$ cat src/rtl/hazard_pkg.sv
// Shared opcode map, operand use classes and width helper for the hazard scoreboard.
package hazard_pkg;

    localparam logic [3:0] OPC_LW  = 4'b1000;
    localparam logic [3:0] OPC_SW  = 4'b1001;
    localparam logic [3:0] OPC_LLB = 4'b1010;
    localparam logic [3:0] OPC_LHB = 4'b1011;
    localparam logic [3:0] OPC_B   = 4'b1100;
    localparam logic [3:0] OPC_BR  = 4'b1101;
    localparam logic [3:0] OPC_PCS = 4'b1110;
    localparam logic [3:0] OPC_HLT = 4'b1111;

    // Pipeline stage in which a source operand is consumed.
    typedef enum logic [1:0] {
        USE_NONE = 2'd0,
        USE_EX   = 2'd1,
        USE_MEM  = 2'd2,
        USE_ID   = 2'd3
    } use_e;

    // Ceiling log2, never less than 1 so it is always a legal vector width.
    function automatic int unsigned clog2(input int unsigned value);
        int unsigned w;
        w = 0;
        for (int unsigned i = 0; i < 32; i++) begin
            if ((64'd1 << i) < 64'(value)) w = i + 1;
        end
        return (w == 0) ? 1 : w;
    endfunction

endpackage

$ cat src/rtl/hazard_decode.sv
// Opcode classifier: which registers an instruction writes and where it reads them.
module hazard_decode
    import hazard_pkg::*;
(
    input  logic [3:0] opcode,
    output logic       writes_rd,
    output logic       is_load,
    output logic       is_branch,
    output use_e       rs_use,
    output use_e       rt_use
);

    always_comb begin
        writes_rd = 1'b0;
        is_load   = 1'b0;
        is_branch = 1'b0;
        rs_use    = USE_NONE;
        rt_use    = USE_NONE;
        if (!opcode[3]) begin
            writes_rd = 1'b1;
            rs_use    = USE_EX;
            rt_use    = USE_EX;
        end else begin
            case (opcode)
                OPC_LW: begin
                    writes_rd = 1'b1;
                    is_load   = 1'b1;
                    rs_use    = USE_EX;
                end
                OPC_SW: begin
                    rs_use = USE_EX;
                    rt_use = USE_MEM;
                end
                // Byte loads merge into the old rd value, which arrives on rs.
                OPC_LLB, OPC_LHB: begin
                    writes_rd = 1'b1;
                    rs_use    = USE_EX;
                end
                OPC_PCS: writes_rd = 1'b1;
                OPC_B:   is_branch = 1'b1;
                OPC_BR: begin
                    is_branch = 1'b1;
                    rs_use    = USE_ID;
                end
                OPC_HLT: ;
                default: ;
            endcase
        end
    end

endmodule

$ cat src/rtl/hazard_scoreboard.sv
// Per-register countdown scoreboard driving stall, bubble and flush for the ID stage,
// plus a saturating count of bubble cycles.
module hazard_scoreboard
    import hazard_pkg::*;
#(
    parameter int unsigned INSTR_W   = 16,
    parameter int unsigned REG_W     = 4,
    parameter int unsigned ALU_LAT   = 2,
    parameter int unsigned LOAD_LAT  = 3,
    parameter int unsigned EX_SLACK  = 2,
    parameter int unsigned MEM_SLACK = 3,
    parameter int unsigned PERF_W    = 16
) (
    input  logic                    clk,
    input  logic                    rst,
    input  logic                    id_valid,
    input  logic [INSTR_W-1:0]      id_instr,
    input  logic [REG_W-1:0]        ID_rs,
    input  logic [REG_W-1:0]        ID_rt,
    input  logic [REG_W-1:0]        ID_rd,
    input  logic                    mem_stall,
    input  logic                    branch_taken,
    output logic                    stall,
    output logic                    bubble,
    output logic                    flush,
    output logic [(1<<REG_W)-1:0]   busy_mask,
    output logic [PERF_W-1:0]       hazard_cnt
);

    localparam int unsigned NUM_REGS = 1 << REG_W;
    localparam int unsigned CNT_W    = clog2(LOAD_LAT + 1);

    logic             writes_rd;
    logic             is_load;
    logic             is_branch;
    use_e             rs_use;
    use_e             rt_use;
    logic             hazard;
    logic             issue;
    logic [CNT_W-1:0] cnt [NUM_REGS];
    logic             unused_instr_bits;

    assign unused_instr_bits = ^id_instr[INSTR_W-5:0];

    hazard_decode u_decode (
        .opcode    (id_instr[INSTR_W-1 -: 4]),
        .writes_rd (writes_rd),
        .is_load   (is_load),
        .is_branch (is_branch),
        .rs_use    (rs_use),
        .rt_use    (rt_use)
    );

    // Largest countdown a source can still carry and be forwarded in time.
    function automatic int unsigned slack_of(input use_e u);
        case (u)
            USE_EX:  return EX_SLACK;
            USE_MEM: return MEM_SLACK;
            default: return 0;
        endcase
    endfunction

    function automatic logic src_hazard(input use_e u, input logic [REG_W-1:0] r,
                                        input logic [CNT_W-1:0] c);
        return (u != USE_NONE) && (r != '0) && (32'(c) > slack_of(u));
    endfunction

    always_comb begin
        hazard = id_valid && (src_hazard(rs_use, ID_rs, cnt[ID_rs]) ||
                              src_hazard(rt_use, ID_rt, cnt[ID_rt]));
        issue  = id_valid && !hazard && !mem_stall;
        stall  = hazard;
        bubble = hazard && !mem_stall;
        flush  = issue && is_branch && branch_taken;
    end

    always_comb begin
        busy_mask = '0;
        for (int unsigned r = 1; r < NUM_REGS; r++) begin
            busy_mask[r] = (cnt[r] != '0);
        end
    end

    // A fresh issue to a register overrides its running countdown; mem_stall freezes all.
    always_ff @(posedge clk) begin
        if (rst) begin
            for (int unsigned r = 0; r < NUM_REGS; r++) begin
                cnt[r] <= '0;
            end
            hazard_cnt <= '0;
        end else if (!mem_stall) begin
            cnt[0] <= '0;
            for (int unsigned r = 1; r < NUM_REGS; r++) begin
                if (issue && writes_rd && (ID_rd == REG_W'(r))) begin
                    cnt[r] <= is_load ? CNT_W'(LOAD_LAT) : CNT_W'(ALU_LAT);
                end else if (cnt[r] != '0) begin
                    cnt[r] <= cnt[r] - 1'b1;
                end
            end
            if (bubble && (hazard_cnt != '1)) begin
                hazard_cnt <= hazard_cnt + 1'b1;
            end
        end
    end

endmodule

$ cat config.mk
export PLATFORM = sky130hd
export DESIGN_NAME = hazard_scoreboard
export DESIGN_NICKNAME = d
export VERILOG_FILES = /design/src/rtl/hazard_pkg.sv /design/src/rtl/hazard_decode.sv /design/src/rtl/hazard_scoreboard.sv
export SDC_FILE = /design/constraint.sdc
export NUM_CORES = 1
export LEC_CHECK = 0
export BUFFER_PORTS_ARGS = -buffer_cell sky130_fd_sc_hd__buf_4
export CAP_MARGIN = 25
export CORE_MARGIN = 2
export CORE_UTILIZATION = 26
export CTS_CLUSTER_DIAMETER = 30
export DETAILED_ROUTE_END_ITERATION = 16
export PLACE_DENSITY_LB_ADDON = 0.2
export SYNTH_ARGS = -nofsm -noshare
export SYNTH_HDL_FRONTEND = slang
export SYNTH_SLANG_ARGS = --single-unit
export TNS_END_PERCENT = 1
$ cat constraint.sdc
create_clock -name clk -period 3.5 [get_ports clk]
set_input_delay 0.175 -clock clk [delete_from_list [all_inputs] [get_ports clk]]
set_output_delay 0.175 -clock clk [all_outputs]
set_load 0.05 [all_outputs]
==> impl_metrics.env <==
export IMPL_io_buffer_count=54
export IMPL_holdPathEnd="hazard_cnt[7]"
export IMPL_hold_path_startpoint="rst"
export IMPL_die_height_um=120
export IMPL_power_ir_vdd_worst_uv=190
export IMPL_fin_worst_skew_ns=0.00610
export IMPL_tritoncts_num_buffers=5
export IMPL_critPathMaxFanout=5
export IMPL_drt_first_pass_iters=4
export IMPL_share_of_power_burned_in_combinational_logic_pct=34.9
export IMPL_synth_sequential_area_ratio_pct=34.7
export IMPL_timing_rr_end="cnt[5][0]"
export IMPL_worstPathRequired_ns=3.32
export IMPL_asyncSetResetFlopFracSynth_pct=0
export IMPL_layout_min_cycle_time_ns=3.34
export IMPL_post_route_drc_count=0
export IMPL_tightestPinTransition_ns=0.876
export IMPL_unrepaired_setup_endpoints_after_global_routing="yes"
export IMPL_full_die_area_mm2=0.0145
export IMPL_p_clk_share_pct=27.2
export IMPL_drc_marker_count_from_the_first_detailed_route_iteration=143
export IMPL_synth_edff_count=30
export IMPL_synth_ff_latch_count=46
export IMPL_clock_path_buffers=2
export IMPL_p_int_mw=1.15
export IMPL_dp_hpwl_um=7400
export IMPL_timing_setup_critical_path_class="reg2out"
export IMPL_synth_lib_cells_used_distinct=49
export IMPL_drt_wl_total_um=9900
export IMPL_global_route_usage_total_pct=13.9
export IMPL_detailedPlace_worstSlack_ns=0.0945
export IMPL_min_delay_path_class="in2reg"
export IMPL_drt_wirelength_per_cell_um=16.1
export IMPL_slew_limit_fails=0
export IMPL_maximum_number_of_pins_on_one_net_before_global_route_repair=40
export IMPL_worstSkewPairLatency_ns=0.29
export IMPL_p_switching_mw=0.580
export IMPL_synth_area_mm2=0.00352
export IMPL_power_mw=1.73
export IMPL_floorplan_initialDensity_pct=26.6
export IMPL_synthFlopType="edfxtp_1"
export IMPL_finalCoreUtilization_pct=33.2
export IMPL_cts_sinks=46
export IMPL_cap_viol_max_count=0
export IMPL_area_growth_pct=24.9
export IMPL_route_vias_total=3004
export IMPL_grt_overflow=0
export IMPL_crit_path_end_kind="output pin"
export IMPL_final_hold_viol_count=0
export IMPL_antenna_found_initial=0
export IMPL_place_gp_congestion=0.773
export IMPL_worst_slack_ns=0.159
export IMPL_worstRegToRegCells=11
export IMPL_cts_tree="done"
export IMPL_root_buffer="clkbuf_16"
export IMPL_max_slew_margin_pct=41.5
export IMPL_achievable_frequency_mhz=299
export IMPL_switching_share_pct=33.6
export IMPL_power_leakage_nw=1.82
export IMPL_timing_hold_worst_path_depth=2
export IMPL_worstSetupStartpointType="register"
export IMPL_die_x_um=120
export IMPL_post_dp_cell_area_mm2=0.00415
export IMPL_layout_worst_path_cycle_share_pct=95.5
export IMPL_status="finished clean"
export IMPL_num_antenna_cells=0
export IMPL_nNetsFinal=491
export IMPL_finalSetupTns_ns=0
export IMPL_power_frac_seq_pct=37.9
export IMPL_first_pass_grt_wire_length_um=15800
export IMPL_rows=42
export IMPL_cts_hold_buf=0
export IMPL_final_antenna_violating_net_count=0
export IMPL_yosysWarnings=0
export IMPL_synth_cells=376
export IMPL_htreeDepth=2
export IMPL_drt_vias_per_instance=4.88
export IMPL_r2r_slack_ns=0.17
export IMPL_number_of_global_route_vias_before_repair=2887
export IMPL_r2r_start="cnt[11][1]"
export IMPL_synth_avg_cell_area_um2=9.37
export IMPL_io_pin_count=68
export IMPL_cp_startpoint="cnt[11][1]"
export IMPL_power_per_cell_area_mw_per_mm2=393
export IMPL_core_area_mm2=0.0132
export IMPL_cp_arrival_ns=3.17
export IMPL_post_route_cells_drive_above_1_share_pct=25.3
export IMPL_setup_violations=0
export IMPL_clkTransAtPathRegs_ns=0.07
export IMPL_final_design_area_no_fill_mm2=0.00440
-- synth_stat cells, drive strengths merged, types with 2 or more instances --
library cell	number	area [um2]
mux2i	15	150
nor2	30	118
buf	8	55.1
a22o	4	35.0
nand4	7	43.8
nor4	2	12.5
clkbuf	10	37.5
o211ai	5	37.5
o21a	5	37.5
xor2	8	70.1
o21ai	11	58.8
nor2b	7	43.8
edfxtp	30	901
nand3	14	70.1
mux4	16	360
nor3b	2	15.0
a311oi	2	17.5
a31oi	6	37.5
nor4b	2	47.6
inv	50	188
nand2	29	109
and4	2	17.5
or3	20	125
a21oi	12	60.1
dfxtp	16	320
a211oi	3	22.5
and2	3	18.8
ha	20	250
nor3	14	75.1
and3	11	68.8
-- worst max-delay path, cell delays in order, from the launching register on --
cell and delay [ns]:
edfxtp_1 0.42, mux4_2 0.52, mux4_2 0.50, ha_4 0.23, nor2b_1 0.13, o21ai_2 0.19, o32ai_4 0.14, buf_12 0.17
buf_4 0.14, nor3_2 0.20, buf_4 0.23
-- metrics by stage --
step,instances,hold slack [ns]
after floorplan,377,0.477
final,615,0.338
after global routing,615,0.353
after detailed placement,599,0.515
after global placement,599,0.508
after CTS,607,0.328
-- worst max-delay path by stage --
stage	cells past startpoint	slack, ns	end
2_1_floorplan	11	0.05	cnt[2][0]
3_3_place_gp	11	0.13	cnt[7][0]
3_5_place_dp	11	0.09	cnt[6][0]
4_1_cts	11	0.09	cnt[6][1]
5_1_grt	11	-0.02	cnt[6][1]
6_report	10	0.16	flush
-- timing repair --
| item | 4_1_cts | 5_1_grt |
|---|---|---|
| resized for setup | 0 | 10 |
| setup buffers | 0 | 8 |
| setup endpoints to repair | 0 | 11 |
-- logic make-up after synthesis --
family                     share of synthesized area, %
AOI/OAI and AO/OA                                  10.3
xor gates and xnor gates                           1.99
adders and majority gates                          7.10
buffers and inverters                              7.96
DFF                                                34.7
muxes                                              14.8
other                                             0.106
and+or+nand+nor                                    23.0
-- cell type report --
| type | count | area [um2] |
|---|---|---|
| flip-flops and latches | 46 | 1220 |
| fillers | 1414 | 8840 |
| inverters | 50 | 188 |
| repair buffers | 72 | 561 |
| well taps | 176 | 220 |
| multi-input cells | 263 | 2070 |
| clock buffers | 8 | 136 |
-- state kept, by name, indices dropped and copies added, names as in the netlist --
| signal | cells |
|---|---|
| cnt | 30 |
| hazard_cnt | 16 |
-- power by group through the flow --
stage | Clock, mW | Combinational [mW] | Sequential, mW
floorplan | 0 | 0.384 | 0.663
global route | 0.495 | 0.657 | 0.660
global placement | 0 | 0.554 | 0.667
CTS | 0.478 | 0.562 | 0.655
finish | 0.469 | 0.603 | 0.655
detailed placement | 0 | 0.561 | 0.667
-- layer usage --
layer | routed length, um | vias to the layer above | share of wire, % | GRT usage, %
met5 | 0 | - | 0 | 0
met4 | 47 | 0 | 0.47 | 2.40
met3 | 401 | 4 | 4.1 | 1.98
met2 | 4790 | 69 | 48 | 23.3
met1 | 4660 | 1449 | 47 | 19.3
li1 | - | 1482 | - | -
-- cell usage in the layout (no fill, tap or decap), types with 14 or more instances in the layout --
cell type and n:
ha_1 18, buf_4 69, dfxtp_1 16, edfxtp_1 30, inv_1 50, or3_1 20
mux4_2 16, nor2_1 28, mux2i_1 15, nand3_1 14, nand2_1 25
(Power assumes the default switching activity.)
